$ cat src/rtl/reg_wb_arbiter_if.sv
// Write-back bus between execution units, issue logic and the register-file write port.
// The arbiter binds the slave modport; requesters, issue and the register file bind master.
interface reg_wb_arbiter_if #(
  parameter int REG_ADDR_WIDTH = 5,
  parameter int DATA_WIDTH     = 32,
  parameter int NUM_REQ        = 3
);
  // Handshakes: a transfer happens in a cycle where valid and ready are both high.
  // ready is a combinational function of valid and current state and never depends
  // on the transfer itself; valid may not wait for ready.
  logic [NUM_REQ-1:0]                req_valid;
  logic [NUM_REQ*REG_ADDR_WIDTH-1:0] req_addr;
  logic [NUM_REQ*DATA_WIDTH-1:0]     req_data;
  logic [NUM_REQ-1:0]                req_ready;

  logic                      reserve_valid;
  logic [REG_ADDR_WIDTH-1:0] reserve_addr;
  logic                      reserve_ready;

  logic [REG_ADDR_WIDTH-1:0] query_rs1;
  logic [REG_ADDR_WIDTH-1:0] query_rs2;
  logic                      rs1_busy;
  logic                      rs2_busy;

  logic                         wr_enable;
  logic [REG_ADDR_WIDTH-1:0]    wr_addr;
  logic [DATA_WIDTH-1:0]        wr_data;
  logic [2**REG_ADDR_WIDTH-1:0] busy_mask;
  logic                         wb_err;

  modport slave (
    input  req_valid, req_addr, req_data, reserve_valid, reserve_addr, query_rs1, query_rs2,
    output req_ready, reserve_ready, rs1_busy, rs2_busy, wr_enable, wr_addr, wr_data,
           busy_mask, wb_err
  );

  modport master (
    output req_valid, req_addr, req_data, reserve_valid, reserve_addr, query_rs1, query_rs2,
    input  req_ready, reserve_ready, rs1_busy, rs2_busy, wr_enable, wr_addr, wr_data,
           busy_mask, wb_err
  );
endinterface

$ cat src/rtl/reg_wb_arbiter.sv
// Write-back arbiter with registered register-file write port and busy-register scoreboard.
// Define WB_ROUND_ROBIN_EN for round-robin priority; otherwise lowest index wins.
module reg_wb_arbiter #(
  parameter int REG_ADDR_WIDTH = 5,
  parameter int DATA_WIDTH     = 32,
  parameter int NUM_REQ        = 3
) (
  input logic               clock,
  input logic               reset_n,
  reg_wb_arbiter_if.slave   bus
);
  localparam int IDX_W  = $clog2(NUM_REQ);
  localparam int NUM_RF = 2**REG_ADDR_WIDTH;

  logic [NUM_REQ-1:0]        grant;
  logic [IDX_W-1:0]          gnt_idx;
  logic                      xfer;
  logic [REG_ADDR_WIDTH-1:0] sel_addr;
  logic [DATA_WIDTH-1:0]     sel_data;

  logic                      wr_enable_q;
  logic [REG_ADDR_WIDTH-1:0] wr_addr_q;
  logic [DATA_WIDTH-1:0]     wr_data_q;
  logic [NUM_RF-1:0]         busy_q;
  logic [NUM_RF-1:0]         busy_next;
  logic                      wb_err_q;
  logic                      reserve_ok;

`ifdef WB_ROUND_ROBIN_EN
  // Last granted requester; the search begins one past it.
  logic [IDX_W-1:0] rr_ptr;

  always_comb begin
    int cand;
    cand    = 0;
    xfer    = 1'b0;
    gnt_idx = '0;
    for (int off = 1; off <= NUM_REQ; off++) begin
      cand = (int'(rr_ptr) + off) % NUM_REQ;
      if (!xfer && bus.req_valid[cand]) begin
        xfer    = 1'b1;
        gnt_idx = IDX_W'(cand);
      end
    end
  end

  always_ff @(posedge clock or negedge reset_n) begin
    if (!reset_n) begin
      rr_ptr <= IDX_W'(NUM_REQ - 1);
    end else if (xfer) begin
      rr_ptr <= gnt_idx;
    end
  end
`else
  always_comb begin
    xfer    = 1'b0;
    gnt_idx = '0;
    for (int i = NUM_REQ - 1; i >= 0; i--) begin
      if (bus.req_valid[i]) begin
        xfer    = 1'b1;
        gnt_idx = IDX_W'(i);
      end
    end
  end
`endif

  always_comb begin
    grant    = '0;
    sel_addr = '0;
    sel_data = '0;
    for (int i = 0; i < NUM_REQ; i++) begin
      if (xfer && gnt_idx == IDX_W'(i)) begin
        grant[i] = 1'b1;
        sel_addr = bus.req_addr[i*REG_ADDR_WIDTH +: REG_ADDR_WIDTH];
        sel_data = bus.req_data[i*DATA_WIDTH +: DATA_WIDTH];
      end
    end
  end

  // x0 is never marked busy, so only nonzero destinations need the busy check.
  assign reserve_ok = bus.reserve_valid &&
                      (bus.reserve_addr == '0 || !busy_q[bus.reserve_addr]);

  always_comb begin
    busy_next = busy_q;
    if (wr_enable_q) begin
      busy_next[wr_addr_q] = 1'b0;
    end
    if (reserve_ok) begin
      busy_next[bus.reserve_addr] = 1'b1;
    end
    busy_next[0] = 1'b0;
  end

  always_ff @(posedge clock or negedge reset_n) begin
    if (!reset_n) begin
      wr_enable_q <= 1'b0;
      wr_addr_q   <= '0;
      wr_data_q   <= '0;
      busy_q      <= '0;
      wb_err_q    <= 1'b0;
    end else begin
      busy_q      <= busy_next;
      wr_enable_q <= xfer && (sel_addr != '0);
      // Address/data move only with a real write so they hold while wr_enable is low.
      if (xfer && sel_addr != '0) begin
        wr_addr_q <= sel_addr;
        wr_data_q <= sel_data;
        if (!busy_q[sel_addr]) begin
          wb_err_q <= 1'b1;
        end
      end
    end
  end

  assign bus.req_ready     = grant;
  assign bus.reserve_ready = reserve_ok;
  assign bus.rs1_busy      = busy_q[bus.query_rs1];
  assign bus.rs2_busy      = busy_q[bus.query_rs2];
  assign bus.wr_enable     = wr_enable_q;
  assign bus.wr_addr       = wr_addr_q;
  assign bus.wr_data       = wr_data_q;
  assign bus.busy_mask     = busy_q;
  assign bus.wb_err        = wb_err_q;
endmodule

$ cat src/flat_wrapper.sv
// flat-port wrapper written by rule: the top's interface ports become plain ports
module reg_wb_arbiter_flat 
#(
  parameter int REG_ADDR_WIDTH = 5,
  parameter int DATA_WIDTH     = 32,
  parameter int NUM_REQ        = 3
)
  (clock, reset_n, bus_req_valid, bus_req_addr, bus_req_data, bus_reserve_valid, bus_reserve_addr, bus_query_rs1, bus_query_rs2, bus_req_ready, bus_reserve_ready, bus_rs1_busy, bus_rs2_busy, bus_wr_enable, bus_wr_addr, bus_wr_data, bus_busy_mask, bus_wb_err);
  reg_wb_arbiter_if #(.REG_ADDR_WIDTH(REG_ADDR_WIDTH), .DATA_WIDTH(DATA_WIDTH), .NUM_REQ(NUM_REQ)) bus_i ();
  input logic clock;
  input logic reset_n;
  input wire logic [$bits(bus_i.req_valid)-1:0] bus_req_valid;
  input wire logic [$bits(bus_i.req_addr)-1:0] bus_req_addr;
  input wire logic [$bits(bus_i.req_data)-1:0] bus_req_data;
  input wire logic [$bits(bus_i.reserve_valid)-1:0] bus_reserve_valid;
  input wire logic [$bits(bus_i.reserve_addr)-1:0] bus_reserve_addr;
  input wire logic [$bits(bus_i.query_rs1)-1:0] bus_query_rs1;
  input wire logic [$bits(bus_i.query_rs2)-1:0] bus_query_rs2;
  output wire logic [$bits(bus_i.req_ready)-1:0] bus_req_ready;
  output wire logic [$bits(bus_i.reserve_ready)-1:0] bus_reserve_ready;
  output wire logic [$bits(bus_i.rs1_busy)-1:0] bus_rs1_busy;
  output wire logic [$bits(bus_i.rs2_busy)-1:0] bus_rs2_busy;
  output wire logic [$bits(bus_i.wr_enable)-1:0] bus_wr_enable;
  output wire logic [$bits(bus_i.wr_addr)-1:0] bus_wr_addr;
  output wire logic [$bits(bus_i.wr_data)-1:0] bus_wr_data;
  output wire logic [$bits(bus_i.busy_mask)-1:0] bus_busy_mask;
  output wire logic [$bits(bus_i.wb_err)-1:0] bus_wb_err;
  assign bus_i.req_valid = bus_req_valid;
  assign bus_i.req_addr = bus_req_addr;
  assign bus_i.req_data = bus_req_data;
  assign bus_i.reserve_valid = bus_reserve_valid;
  assign bus_i.reserve_addr = bus_reserve_addr;
  assign bus_i.query_rs1 = bus_query_rs1;
  assign bus_i.query_rs2 = bus_query_rs2;
  assign bus_req_ready = bus_i.req_ready;
  assign bus_reserve_ready = bus_i.reserve_ready;
  assign bus_rs1_busy = bus_i.rs1_busy;
  assign bus_rs2_busy = bus_i.rs2_busy;
  assign bus_wr_enable = bus_i.wr_enable;
  assign bus_wr_addr = bus_i.wr_addr;
  assign bus_wr_data = bus_i.wr_data;
  assign bus_busy_mask = bus_i.busy_mask;
  assign bus_wb_err = bus_i.wb_err;
  reg_wb_arbiter #(.REG_ADDR_WIDTH(REG_ADDR_WIDTH), .DATA_WIDTH(DATA_WIDTH), .NUM_REQ(NUM_REQ)) u_core (.clock(clock), .reset_n(reset_n), .bus(bus_i));
endmodule
$ cat config.mk
export PLATFORM = sky130hd
export DESIGN_NAME = reg_wb_arbiter_flat
export DESIGN_NICKNAME = d
export VERILOG_FILES = /design/src/rtl/reg_wb_arbiter_if.sv /design/src/rtl/reg_wb_arbiter.sv /design/src/flat_wrapper.sv
export SDC_FILE = /design/constraint.sdc
export NUM_CORES = 1
export LEC_CHECK = 0
export CORE_MARGIN = 3
export CORE_UTILIZATION = 30
export CTS_CLUSTER_DIAMETER = 30
export DETAILED_ROUTE_END_ITERATION = 12
export PLACE_DENSITY = 0.61
export RECOVER_POWER = 100
export SLEW_MARGIN = 20
export SYNTH_ARGS = -nofsm -noshare
export SYNTH_HDL_FRONTEND = slang
export SYNTH_SLANG_ARGS = --single-unit
$ cat constraint.sdc
create_clock -name clock -period 4.7 [get_ports clock]
set_input_delay 0.94 -clock clock [delete_from_list [all_inputs] [get_ports clock]]
set_output_delay 0.94 -clock clock [all_outputs]
set_load 0.01 [all_outputs]
; ---- Word-level counts from Yosys, hierarchy flattened
; Index checks and enable logic that the tools add are counted.
[classes]
n_addsub = 0
mul = 0
n_div = 0
n_lt_le_gt_ge = 7
n_eq_ne = 2
shifts = 0
muxes = 29
n_bitwise = 4
n_reduce_logical = 13
[op_table]
columns = cell, n
row1 = 32-bit two-way mux, 5
row2 = 32-bit bitwise AND, 1
row3 = 32-bit inverter, 1
row4 = 32-bit OR, 1
row5 = 5-bit by 6-bit < comparator with 1-bit output (second input constant), 5
row6 = 1-bit binary-select mux with 5-bit select, 4
row7 = 5-bit two-way mux, 3
row8 = 1-bit two-way mux, 12
row9 = 1-bit demux with 5-bit select, 2
row10 = 5-bit by 1-bit >= comparator with 1-bit output (second input constant), 2
row11 = 1-bit logical AND, 7
row12 = 2-bit two-way mux, 3
row13 = 5-bit logical NOT, 1
row14 = 5-bit nonzero test, 1
row15 = 2-bit by 1-bit equality test with 1-bit output (second input constant), 1
row16 = 2-bit equality test (second input constant), 1
row17 = 2-bit logical NOT, 1
row18 = 2-bit AND reduction, 1
row19 = 1-bit logical NOT, 1
row20 = 1-bit logical OR, 1
row21 = 1-bit inverter, 1
[word_totals]
regBits = 70
latchBits = 0
ram_bits = 0
mem_bits_ro = 0
input_bits = 132
output_inout_bits = 77
elab_cells = 60
mem_count = 0

; ---- Depth between registers and ports, before layout
; Gate-level depths: netlist (run 1).
[depth]
depth_word = 12
ltp_mapped = 9
mapped_depth_nobuf = 6

; ---- Least setup slack after synthesis (run 1)
; No wires, ideal clock.
[synth_timing]
kind = in2out
from = in bus_query_rs1[0]
to = out bus_rs1_busy
t_arrival_ns = 2.645
path_slack_ns = 1.115
cell_stages = 4
n_path_buf = 1
path_cell_list = clkbuf_1 -> mux4_2 -> mux4_2 -> mux2_2
[synth_between]
elab_chain_cells = 2
[synth_lines]
columns = element, line
row1 = start: declaration, flat_wrapper.sv:17  ; input wire logic [$bits(bus_i.query_rs1)-1:0] bus_query_rs1;
row2 = 1-bit binary-select mux with 5-bit select, reg_wb_arbiter.sv:118  ; assign bus.rs1_busy = busy_q[bus.query_rs1];
row3 = 1-bit two-way mux (implied by the code), reg_wb_arbiter.sv:118
row4 = end: declaration, flat_wrapper.sv:21  ; output wire logic [$bits(bus_i.rs1_busy)-1:0] bus_rs1_busy;
; Every way passes these cells. The select of a mux whose other input is x is not followed.

; ---- Worst setup path in the final report (run 1)
[layout_timing]
from = in bus_reserve_addr[0]
to = out bus_reserve_ready
[layout_between]
elab_chain_cells = 5
word_cells_on_any_way = 6
classes_between = mux (2) / reduce/logical (4)
[layout_lines]
columns = element, line
row1 = start: declaration, flat_wrapper.sv:16  ; input wire logic [$bits(bus_i.reserve_addr)-1:0] bus_reserve_addr;
row2 = 1-bit binary-select mux with 5-bit select, reg_wb_arbiter.sv:82  ; (bus.reserve_addr == '0 || !busy_q[bus.reserve_addr]);
row3 = 1-bit two-way mux (implied by the code), reg_wb_arbiter.sv:82
row4 = 1-bit logical NOT, reg_wb_arbiter.sv:82
row5 = 1-bit logical OR (*), reg_wb_arbiter.sv:82
row6 = 1-bit logical AND (*), reg_wb_arbiter.sv:81  ; assign reserve_ok = bus.reserve_valid &&
row7 = end: declaration, flat_wrapper.sv:20  ; output wire logic [$bits(bus_i.reserve_ready)-1:0] bus_reserve_ready;
; Mark *: on every way between the ends. The rest lies on a longest branch, timed or not. The select of a mux whose other input is x is not followed.

==> results of run 1 <==
final cells by class:
type	count	area, sq um
clock inverters	3	20.0
fillers	1518	8570
well taps	216	270
multi-input cells	440	2920
inverters	9	33.8
repair buffers	218	2120
flip-flops and latches	70	1750
clock buffers	12	256
per-layer routing:
layer | global-route usage, % | vias up
met5 | 0 | -
met4 | 7.31 | 0
met3 | 6.94 | 43
met2 | 35.2 | 323
met1 | 26.3 | 2444
li1 | - | 2382
power by group through the flow:
stage,sequential (mW),clock [mW],combinational (mW)
finish,1.05,0.636,1.02
global route,1.06,0.671,1.11
CTS,1.05,0.644,1.08
detailed placement,1.06,0,1.08
global placement,1.06,0,1.06
floorplan,0.958,0,0.488
sequential cells by signal, summed over array words and instances, names as in the netlist:
register	flops
u_core.bus.wr_data	32
u_core.bus.busy_mask	31
u_core.bus.wr_addr	5
u_core.bus.wb_err	1
u_core.bus.wr_enable	1
final timing paths:
path / from / endpoint / depth (start not counted)
worst max-delay path: bus_reserve_addr[0] / bus_reserve_ready / 8
max in group asynchronous: reset_n / u_core.bus.wr_data[20] / 2
worst min-delay path: u_core.bus.wr_data[8] / u_core.bus.wr_data[8] / 1
worst max register to register: u_core.bus.busy_mask[5] / u_core.bus.busy_mask[19] / 7
min in group asynchronous: reset_n / u_core.bus.busy_mask[19] / 1
worst min register to register: u_core.bus.wr_data[8] / u_core.bus.wr_data[8] / 1
logic make-up (layout without fill, tap and decap cells):
group,Yosys count,count (layout),share of synthesized area (%)
AND/OR/NAND/NOR,203,203,18.4
AO/OA/AOI/OAI,171,171,19.8
buffers and inverters,54,242,4.79
flip-flops,70,70,35.6
other,1,1,0.0763
multiplexers,65,65,21.3
metrics by stage:
stage	std cells	hold slack (ns)	util [%]
finish	968	0.499	46.2
global route	968	0.519	46.2
CTS	968	0.509	46.4
detailed placement	953	0.497	44.7
global placement	953	0.493	44.7
floorplan	564	0.551	-
cell usage in the layout, fill, tap and decap left out, drive strengths merged, types with 2 or more instances in the layout:
cell           instances
nand2                123
clkbuf                18
dlygate4sd3           73
a21o                   6
a21oi                 41
buf                    8
o21ai                 98
inv                    9
mux4                  28
dfrtp                 70
nand3                  4
nor2b                  6
nor3b                  4
a22o                   2
a221oi                 9
or3b                   3
o221ai                 2
mux2                  37
nor2                  38
nor3                   4
clkdlybuf4s50        131
a22oi                  2
nand3b                10
and2                   5
clkinvlp               2
worst register-to-register path, stage by stage, from the launching register on:
cell and delay [ns]:
sky130_fd_sc_hd__dfrtp_1 0.50, sky130_fd_sc_hd__mux4_2 0.29, sky130_fd_sc_hd__nor2b_1 0.04, sky130_fd_sc_hd__o31a_1 0.27
sky130_fd_sc_hd__o211ai_1 0.23, sky130_fd_sc_hd__nand4b_1 0.23, sky130_fd_sc_hd__clkbuf_1 0.46, sky130_fd_sc_hd__o21ai_0 0.21
==> Implementation_results.wiki, run 1 <==
{| class="wikitable"
! Metric !! Value
|-
| Total Negative Setup Slacks || 0 ns
|-
| Maximum capacitance violations || 3
|-
| Power per Cell Area || 368 nW/um^2
|-
| Share of post-route cells with drive strength above 1 || 12.6%
|-
| Global route total overflow || 0
|-
| Net count after synthesis || 696
|-
| Cts bufs inserted || 9
|-
| Seq cells post-synth || 70
|-
| Internal power || 1.72 mW
|-
| Final count of pins violating max slew || 119
|-
| Switching power total || 986 uW
|-
| Clock power frac || 23.5%
|-
| Horizontal extent of the die || 134 um
|-
| Gate count of the mapped netlist || 564
|-
| List of cells traversed by the critical path || dlygate4sd3_1, mux4_2, nor2b_1, o31a_1, o211ai_1, nand4b_1, inv_1, dlygate4sd3_1
|-
| Post-route clock skew || 0.00324 ns
|-
| Power share of the combinational group || 37.7%
|-
| Worst-path maximum fanout || 5
|-
| CTS-repair resized insts || 0
|-
| Growth of design area from synthesis to finish || 50.0%
|-
| Fmax || 0.223 GHz
|-
| Crit path capture type || output port
|-
| Insertion delay of the later-clocked pin in the worst-skew pair || 0.33 ns
|-
| Clock slew at reported path FFs || 0.06 ns
|-
| Total length of routed met3 wires || 2100 um
|-
| Final Power || 2.71 mW
|-
| Flop pwr share || 38.9%
|-
| RSZ-0062 raised after global routing || no
|-
| Slew margin rel. || -40.3%
|-
| Min cycle time layout || 4.49 ns
|-
| Status || finished, violations left
|-
| Placeable core region || 15900 sq um
|-
| Setup ws final || 0.209 ns
|-
| Critical path data required time || 3.76 ns
|-
| Topmost layer with routed signal wires || met4
|-
| Failing checks || capacitance limit, slew limit
|-
| Static Leak || 2.91 nW
|-
| Root buffer cell || sky130_fd_sc_hd__clkbuf_16
|-
| Overall routing resource usage || 21.3%
|-
| Number of inserted diodes || 0
|-
| Net Sw Frac || 36.4%
|-
| Post-synthesis sequential area ratio || 35.6%
|-
| Initial cell density of the core || 30.8%
|-
| Clock tree buffer depth || 2
|-
| Overall routed net length || 19300 um
|-
| Cell with the largest stage delay on the worst path || sky130_fd_sc_hd__dlygate4sd3_1
|-
| Final weighted congestion in routability-driven placement || 0.896
|-
| Cell Area, Placed || 7130 sq um
|-
| ANT nets after route || 0
|-
| Type of the setup path with the least slack || primary input to output port
|-
| DRC violation count after routing || 0
|-
| Most numerous cell types in the synthesized netlist || sky130_fd_sc_hd__nand2_1, sky130_fd_sc_hd__o21ai_0, sky130_fd_sc_hd__dfrtp_1, sky130_fd_sc_hd__a21oi_1, sky130_fd_sc_hd__nor2_1
|-
| Category of cells accounting for the largest share of critical-path delay || buffers and inverters
|-
| Number of distinct library cell variants in the gate-level netlist after synthesis || 45
|-
| Met2 wire length || 9200 um
|-
| R2r setup slk || 2.32 ns
|-
| Maximum vdd ir drop || 0.000194 V
|-
| Count of buffers added by post-CTS timing repair for setup || 0
|-
| CTS tree || yes
|-
| Most area-consuming cells after synthesis || sky130_fd_sc_hd__dfrtp_1, sky130_fd_sc_hd__mux4_2, sky130_fd_sc_hd__o21ai_0
|-
| Final Hold Vio Count || 0
|-
| Setup violators final || 0
|-
| Number of synthesis warnings || 0
|-
| Number of iterations in the first detailed-routing pass || 6
|-
| H-tree levels || 3
|-
| Type of origin of the critical path || primary input
|-
| CP dominant cell by count || sky130_fd_sc_hd__dlygate4sd3_1
|-
| TritonCTS Sinks || 70
|-
| Most used flip-flop cell after synthesis || sky130_fd_sc_hd__dfrtp_1
|-
| Standard-cell rows || 46
|-
| Crit share post-route || 95.6%
|-
| Area fraction of the dominant cell type after synthesis || 35.6%
|-
| Count of flip-flops with a built-in enable after synthesis || 0
|-
| Quantity of I/O buffers inserted on ports || 207
|-
| Min-delay worst type || flop to flop
|-
| Via density || 5.36
|-
| Via total after detailed routing || 5192
|-
| Most frequent cell after synthesis || sky130_fd_sc_hd__nand2_1
|-
| I/O pin total || 209
|-
| Hold-fix buffers, CTS || 0
|-
| Largest net degree at the start of global routing || 57
|-
| Antenna violations before repair || 0
|-
| Height of the die || 134 um
|-
| Count of routing violations after the opening detailed-route iteration || 434
|-
| Via count of the first global-routing pass || 5269
|-
| Post-Synthesis Cell Area || 4910 sq um
|-
| Global-route wire length before repair || 29900 um
|-
| Transition time at the pin with the least slew margin || 2.10 ns
|-
| Buffers plus inverters on the worst setup path || 3
|-
| Signal arrival time at the worst endpoint || 3.55 ns
|-
| Worst path max stage delay || 0.69 ns
|-
| Pre-CTS worst setup slack || 0.197 ns
|-
| Synth area leader || sky130_fd_sc_hd__dfrtp_1
|-
| Final non-filler cell area || 7370 sq um
|-
| Final Net Count || 880
|-
| Post-detailed-placement half-perimeter wirelength || 14700 um
|-
| Area of the die || 18000 sq um
|-
| Post-synthesis area per instance || 8.71 sq um
|-
| Per-cell routed wire length || 20.0 um
|-
| Async S/R FF share, synth || 100%
|-
| Routed length on met1 || 7550 um
|}
No activity file was read; power rests on OpenSTA's default activity.
==> run 2: changes to the inputs <==
--- a/config.mk
+++ b/config.mk
@@ -5,11 +5,12 @@
 export SDC_FILE = /design/constraint.sdc
 export NUM_CORES = 1
 export LEC_CHECK = 0
+export ABC_CLOCK_PERIOD_IN_PS = 4700
 export CORE_MARGIN = 3
 export CORE_UTILIZATION = 30
 export CTS_CLUSTER_DIAMETER = 30
 export DETAILED_ROUTE_END_ITERATION = 12
-export PLACE_DENSITY = 0.61
+export PLACE_DENSITY_LB_ADDON = 0.1
 export RECOVER_POWER = 100
 export SLEW_MARGIN = 20
 export SYNTH_ARGS = -nofsm -noshare
==> run 2 against run 1 <==
  * The run still ends with capacitance limit, slew limit left
  * Register-to-register slack gained 0.13 ns
  * Non-clock buffer count stayed put
  * Cell area is 0.70% higher
  * Critical endpoint is now bus_rs1_busy
  * Largest power group unchanged
==> Implementation_results.wiki, run 2 (synthesis results as in run 1) <==
{| class="wikitable"
! Metric !! Value
|-
| Power per Cell Area || 379 nW/um^2 (was 368 nW/um^2)
|-
| H-tree levels || 3 (unchanged)
|-
| Switching power total || 1.01 mW (was 986 uW)
|-
| Cell Area, Placed || 7130 sq um (unchanged)
|-
| Setup ws final || 0.168 ns (was 0.209 ns)
|-
| Antenna violations before repair || 0 (unchanged)
|-
| Type of the setup path with the least slack || primary input to output port (unchanged)
|-
| Count of buffers added by post-CTS timing repair for setup || 0 (unchanged)
|-
| Final count of pins violating max slew || 76 (was 119)
|-
| Static Leak || 2.96 nW (was 2.91 nW)
|-
| Final non-filler cell area || 7420 sq um (was 7370 sq um)
|-
| Cells after DPL || 953 (unchanged)
|-
| Via total after detailed routing || 5229 (was 5192)
|-
| Overall routed net length || 19500 um (was 19300 um)
|-
| Final Power || 2.82 mW (was 2.71 mW)
|-
| Worst-path maximum fanout || 9 (was 5)
|-
| Power share of the combinational group || 36.4% (was 37.7%)
|-
| Failing checks || capacitance limit, slew limit (unchanged)
|-
| Root buffer cell || sky130_fd_sc_hd__clkbuf_16 (unchanged)
|-
| Global-route wire length before repair || 30400 um (was 29900 um)
|-
| RSZ-0062 raised after global routing || no (unchanged)
|-
| Area of the die || 18000 sq um (unchanged)
|-
| Total Negative Setup Slacks || 0 ns (unchanged)
|-
| Number of non-filler instances in the completed layout || 969 (was 968)
|-
| Cts bufs inserted || 9 (unchanged)
|-
| Global route total overflow || 0 (unchanged)
|-
| Maximum vdd ir drop || 0.000197 V (was 0.000194 V)
|-
| Leading cell types in the layout, fill and taps excluded || sky130_fd_sc_hd__clkdlybuf4s50_1, sky130_fd_sc_hd__nand2_1, sky130_fd_sc_hd__o21ai_0 (unchanged)
|-
| Per-cell routed wire length || 20.1 um (was 20.0 um)
|-
| Horizontal extent of the die || 134 um (unchanged)
|-
| ANT nets after route || 0 (unchanged)
|-
| Count of routing violations after the opening detailed-route iteration || 560 (was 434)
|-
| Hold-fix buffers, CTS || 0 (unchanged)
|-
| Min cycle time layout || 4.53 ns (was 4.49 ns)
|-
| Number of inserted diodes || 0 (unchanged)
|-
| Insertion delay of the later-clocked pin in the worst-skew pair || 0.35 ns (was 0.33 ns)
|-
| Clock power frac || 26.0% (was 23.5%)
|-
| Crit path capture type || output port (unchanged)
|-
| Crit share post-route || 96.4% (was 95.6%)
|-
| TritonCTS Sinks || 70 (unchanged)
|-
| Post-route clock skew || 0.0101 ns (was 0.00324 ns)
|-
| Leading cell type in the layout, fill and taps excluded || sky130_fd_sc_hd__clkdlybuf4s50_1 (unchanged)
|-
| Via count of the first global-routing pass || 5348 (was 5269)
|-
| Critical path data required time || 3.76 ns (about the same)
|-
| Slew margin rel. || -53.1% (was -40.3%)
|-
| DRC violation count after routing || 0 (unchanged)
|-
| Initial cell density of the core || 30.8% (unchanged)
|-
| Clock tree buffer depth || 2 (unchanged)
|-
| Setup violators final || 0 (unchanged)
|-
| Transition time at the pin with the least slew margin || 2.30 ns (was 2.10 ns)
|-
| CTS-repair resized insts || 0 (unchanged)
|-
| Height of the die || 134 um (unchanged)
|-
| Overall routing resource usage || 21.8% (was 21.3%)
|-
| Number of iterations in the first detailed-routing pass || 6 (unchanged)
|-
| Growth of design area from synthesis to finish || 51.0% (was 50.0%)
|-
| Hold_ws || 0.503 ns (was 0.499 ns)
|-
| Status || finished, violations left (unchanged)
|-
| Net Sw Frac || 35.9% (was 36.4%)
|-
| Clock slew at reported path FFs || 0.06 ns (about the same)
|-
| End-of-flow core utilization || 46.6% (was 46.2%)
|-
| Flip-flop count of the largest register, all copies and words added || 32 (unchanged)
|-
| Quantity of I/O buffers inserted on ports || 207 (unchanged)
|-
| I/O pin total || 209 (unchanged)
|-
| Via density || 5.40 (was 5.36)
|-
| Final Hold Vio Count || 0 (unchanged)
|-
| Standard-cell rows || 46 (unchanged)
|-
| Signal arrival time at the worst endpoint || 3.59 ns (was 3.55 ns)
|-
| Flop pwr share || 37.6% (was 38.9%)
|-
| Largest net degree at the start of global routing || 68 (was 57)
|-
| Fmax || 0.221 GHz (was 0.223 GHz)
|-
| Final Net Count || 880 (unchanged)
|-
| CTS tree || yes (unchanged)
|-
| Min-delay worst type || flop to flop (unchanged)
|-
| Type of origin of the critical path || primary input (unchanged)
|-
| Maximum capacitance violations || 2 (was 3)
|-
| Pre-CTS worst setup slack || 0.214 ns (was 0.197 ns)
|-
| Internal power || 1.80 mW (was 1.72 mW)
|-
| Placeable core region || 15900 sq um (unchanged)
|-
| Share of post-route cells with drive strength above 1 || 13.3% (was 12.6%)
|-
| Post-detailed-placement half-perimeter wirelength || 14500 um (was 14700 um)
|-
| Final weighted congestion in routability-driven placement || 0.902 (was 0.896)
|}
==> run 2: changes by cell type in the layout (fill, tap and decap cells not counted), moves of 2 or more <==
cell / delta
sky130_fd_sc_hd__clkbuf_1: -5
sky130_fd_sc_hd__bufinv_16: +2
sky130_fd_sc_hd__clkinvlp_4: -2
sky130_fd_sc_hd__clkbuf_2: +2
sky130_fd_sc_hd__clkdlybuf4s50_1: -2
sky130_fd_sc_hd__clkbuf_8: -2
sky130_fd_sc_hd__clkinv_2: +3
sky130_fd_sc_hd__dlygate4sd3_1: +2
==> run 2: area by class of cell <==
class	count	area (sq um)
Sequential cell	70	1750
Tap cell	216	270
Multi-Input combinational cell	440	2920
Fill cell	1567	8520
Clock buffer	9	225
Timing Repair Buffer	218	2130
Inverter	9	33.8
Clock inverter	7	88.8
==> run 2: power by group through the flow <==
stage	clock, mW	combinational, mW	sequential [mW]
floorplan	0	0.488	0.958
global placement	0	1.06	1.06
detailed placement	0	1.08	1.06
CTS	0.751	1.09	1.05
global route	0.773	1.11	1.07
finish	0.733	1.02	1.06
==> run 2: worst paths after layout <==
path | start | end | slack, ns | cells after the start
setup / recovery | bus_query_rs1[0] | bus_rs1_busy | 0.17 | 5
hold / removal | u_core.bus.wr_data[30] | u_core.bus.wr_data[30] | 0.50 | 1
setup reg to reg | u_core.bus.busy_mask[7] | u_core.bus.busy_mask[23] | 2.45 | 6
hold reg to reg | u_core.bus.wr_data[30] | u_core.bus.wr_data[30] | 0.50 | 1
max in group asynchronous | reset_n | u_core.bus.busy_mask[23] | 1.61 | 2
min in group asynchronous | reset_n | u_core.bus.busy_mask[18] | 1.28 | 1
==> run 2: critical path: stages <==
cell and delay (ns):
sky130_fd_sc_hd__dlygate4sd3_1 0.84, sky130_fd_sc_hd__mux4_2 0.57, sky130_fd_sc_hd__mux4_2 0.48, sky130_fd_sc_hd__mux2_2 0.27, sky130_fd_sc_hd__clkdlybuf4s50_1 0.48
==> run 2: layer usage <==
| metal | global-route usage [%] | wire (um) | up-vias |
|---|---|---|---|
| met2 | 36.0 | 9560 | 299 |
| met1 | 27.3 | 7740 | 2502 |
| met5 | 0 | 0 | - |
| li1 | - | - | 2394 |
| met3 | 6.79 | 1750 | 34 |
| met4 | 6.69 | 440 | 0 |
==> run 3: changes to the inputs <==
--- a/config.mk
+++ b/config.mk
@@ -6,7 +6,7 @@
 export NUM_CORES = 1
 export LEC_CHECK = 0
 export ABC_CLOCK_PERIOD_IN_PS = 4700
-export CORE_MARGIN = 3
+export CORE_MARGIN = 4
 export CORE_UTILIZATION = 30
 export CTS_CLUSTER_DIAMETER = 30
 export DETAILED_ROUTE_END_ITERATION = 12
==> run 3 against run 2 <==
  * Register-to-register slack gained 0.02 ns
  * The flow still finishes with violations (capacitance limit, slew limit)
  * Power shrank 3.1%
  * First-iteration DRC count shrank 36%
  * Worst hold slack lost 0.0042 ns
  * Sequential cell count is the same
  * Clock power shrank 12%
  * Cell area shrank 0.40%
  * Largest cell class unchanged
  * Critical endpoint unchanged
  * Sequential power is essentially flat
==> Implementation_results.wiki, run 3 (synthesis results as in run 1) <==
{| class="wikitable"
! Metric !! Value
|-
| Via total after detailed routing || 5239 (was 5229)
|-
| Worst-path maximum fanout || 9 (unchanged)
|-
| Cell count of the worst reg-to-reg path || 6 (unchanged)
|-
| DRC violation count after routing || 0 (unchanged)
|-
| Final weighted congestion in routability-driven placement || 0.918 (was 0.902)
|-
| Crit path capture type || output port (unchanged)
|-
| Area of the die || 18500 sq um (was 18000 sq um)
|-
| I/O pin total || 209 (unchanged)
|-
| Static Leak || 2.94 nW (was 2.96 nW)
|-
| Standard-cell rows || 46 (unchanged)
|-
| TritonCTS Sinks || 70 (unchanged)
|-
| Final Net Count || 880 (unchanged)
|-
| Critical path data required time || 3.76 ns (about the same)
|-
| Fmax || 0.221 GHz (about the same)
|-
| Number of iterations in the first detailed-routing pass || 5 (was 6)
|-
| Post-route clock skew || 0.00553 ns (was 0.0101 ns)
|-
| Signal arrival time at the worst endpoint || 3.59 ns (about the same)
|-
| Count of routing violations after the opening detailed-route iteration || 356 (was 560)
|-
| Area of combinational cells with multiple inputs || 2920 sq um (unchanged)
|-
| Total Negative Setup Slacks || 0 ns (unchanged)
|-
| Quantity of I/O buffers inserted on ports || 207 (unchanged)
|-
| Status || finished, violations left (unchanged)
|-
| Transition time at the pin with the least slew margin || 1.75 ns (was 2.30 ns)
|-
| Via count of the first global-routing pass || 5279 (was 5348)
|-
| Cts bufs inserted || 9 (unchanged)
|-
| Clock slew at reported path FFs || 0.05 ns (was 0.06 ns)
|-
| Type of the setup path with the least slack || primary input to output port (unchanged)
|-
| Growth of design area from synthesis to finish || 50.4% (was 51.0%)
|-
| Clock tree buffer depth || 2 (unchanged)
|-
| Count of buffers added by post-CTS timing repair for setup || 0 (unchanged)
|-
| Flip-flop count of the largest register, all copies and words added || 32 (unchanged)
|-
| Setup violators final || 0 (unchanged)
|-
| Hold-fix buffers, CTS || 0 (unchanged)
|-
| Number of non-filler instances in the completed layout || 971 (was 969)
|-
| Min-delay worst type || flop to flop (unchanged)
|-
| Maximum capacitance violations || 2 (unchanged)
|-
| Horizontal extent of the die || 136 um (was 134 um)
|-
| Final Power || 2.73 mW (was 2.82 mW)
|-
| Final Hold Vio Count || 0 (unchanged)
|-
| Min cycle time layout || 4.53 ns (about the same)
|-
| Power per Cell Area || 369 nW/um^2 (was 379 nW/um^2)
|-
| Number of cells traversed by the worst hold path || 1 (unchanged)
|-
| Share of post-route cells with drive strength above 1 || 12.5% (was 13.3%)
|-
| Per-cell routed wire length || 20.1 um (about the same)
|-
| Maximum vdd ir drop || 0.000194 V (was 0.000197 V)
|-
| Slew margin rel. || -17.3% (was -53.1%)
|-
| Global-route wire length before repair || 29800 um (was 30400 um)
|-
| Initial cell density of the core || 30.8% (unchanged)
|-
| Root buffer cell || sky130_fd_sc_hd__clkbuf_16 (unchanged)
|-
| Height of the die || 136 um (was 134 um)
|-
| Type of origin of the critical path || primary input (unchanged)
|-
| Antenna violations before repair || 2 (was 0)
|-
| FF/Latch Area || 1750 sq um (unchanged)
|-
| CTS tree || yes (unchanged)
|-
| Failing checks || capacitance limit, slew limit (unchanged)
|-
| Leading cell types in the layout, fill and taps excluded || sky130_fd_sc_hd__clkdlybuf4s50_1, sky130_fd_sc_hd__nand2_1, sky130_fd_sc_hd__o21ai_0 (unchanged)
|-
| Insertion delay of the later-clocked pin in the worst-skew pair || 0.34 ns (was 0.35 ns)
|-
| Post-detailed-placement half-perimeter wirelength || 14600 um (was 14500 um)
|-
| Crit share post-route || 96.3% (was 96.4%)
|-
| RSZ-0062 raised after global routing || no (unchanged)
|-
| Global route total overflow || 0 (unchanged)
|-
| Overall routing resource usage || 21.1% (was 21.8%)
|-
| Count of filler cells inserted in the layout || 1547 (was 1567)
|-
| ANT nets after route || 0 (unchanged)
|-
| Overall routed net length || 19600 um (was 19500 um)
|-
| Largest net degree at the start of global routing || 67 (was 68)
|-
| Leading cell type in the layout, fill and taps excluded || sky130_fd_sc_hd__clkdlybuf4s50_1 (unchanged)
|-
| Placeable core region || 15900 sq um (unchanged)
|-
| CTS-repair resized insts || 0 (unchanged)
|-
| H-tree levels || 3 (unchanged)
|-
| Cells after DPL || 952 (was 953)
|-
| Via density || 5.40 (about the same)
|-
| Final count of pins violating max slew || 67 (was 76)
|}
[run 3: cell count changes in the layout (fill, tap and decap cells not counted), sizes merged]
| cell | delta |
|---|---|
| clkdlybuf4s50 | -1 |
| clkinv | -5 |
| diode | +2 |
| dlymetal6s2s | +1 |
| bufinv | -2 |
| clkbuf | +9 |
| buf | -2 |
[run 3: area by class of cell]
type / count / area share, %
clock buffers: 16 / 3.81
diodes: 2 / 0.0677
repair buffers: 218 / 28.8
inverters: 9 / 0.457
well taps: 216 / 3.66
multi-input cells: 440 / 39.5
flip-flops and latches: 70 / 23.7
[run 3: through the flow]
stage                     util (%)  setup WS, ns  hold slack (ns)  cell area, sq um
after floorplan                  -          1.12            0.551              4910
after global placement        44.7         0.230            0.491              7120
after detailed placement      44.7         0.127            0.496              7120
after CTS                     46.4         0.124            0.508              7400
after global routing          46.4        0.0765            0.514              7390
final                         46.4         0.172            0.499              7390
[run 3: report_power, final]
part	switching [mW]	total [mW]	internal, mW	leakage, nW
sequential	0.319	1.06	0.741	0.846
combinational	0.419	1.02	0.602	1.96
clock	0.247	0.648	0.401	0.137
total	0.985	2.73	1.74	2.94
[run 3: path summary, 6_finish.rpt]
kind | from | endpoint | slack (ns)
max in group asynchronous | reset_n | u_core.bus.wr_data[20] | 1.52
hold reg to reg | u_core.bus.wr_data[31] | u_core.bus.wr_data[31] | 0.50
setup / recovery | bus_query_rs1[0] | bus_rs1_busy | 0.17
hold / removal | u_core.bus.wr_data[31] | u_core.bus.wr_data[31] | 0.50
setup reg to reg | u_core.bus.busy_mask[3] | u_core.bus.busy_mask[9] | 2.47
min in group asynchronous | reset_n | u_core.bus.busy_mask[17] | 0.60
[run 3: worst max-delay path: stages]
cell and delay, ns:
sky130_fd_sc_hd__dlygate4sd3_1 0.85, sky130_fd_sc_hd__mux4_2 0.56, sky130_fd_sc_hd__mux4_2 0.47, sky130_fd_sc_hd__mux2_2 0.28, sky130_fd_sc_hd__clkdlybuf4s50_1 0.49
[run 3: per-layer routing]
layer  track usage [%]  part of all wire, %  vias to the layer above
met5                 0                    0                        -
met4              7.78                  2.5                        0
met3              5.22                   10                       38
met2              34.7                   49                      259
met1              26.9                   39                     2550
li1                  -                    -                     2392
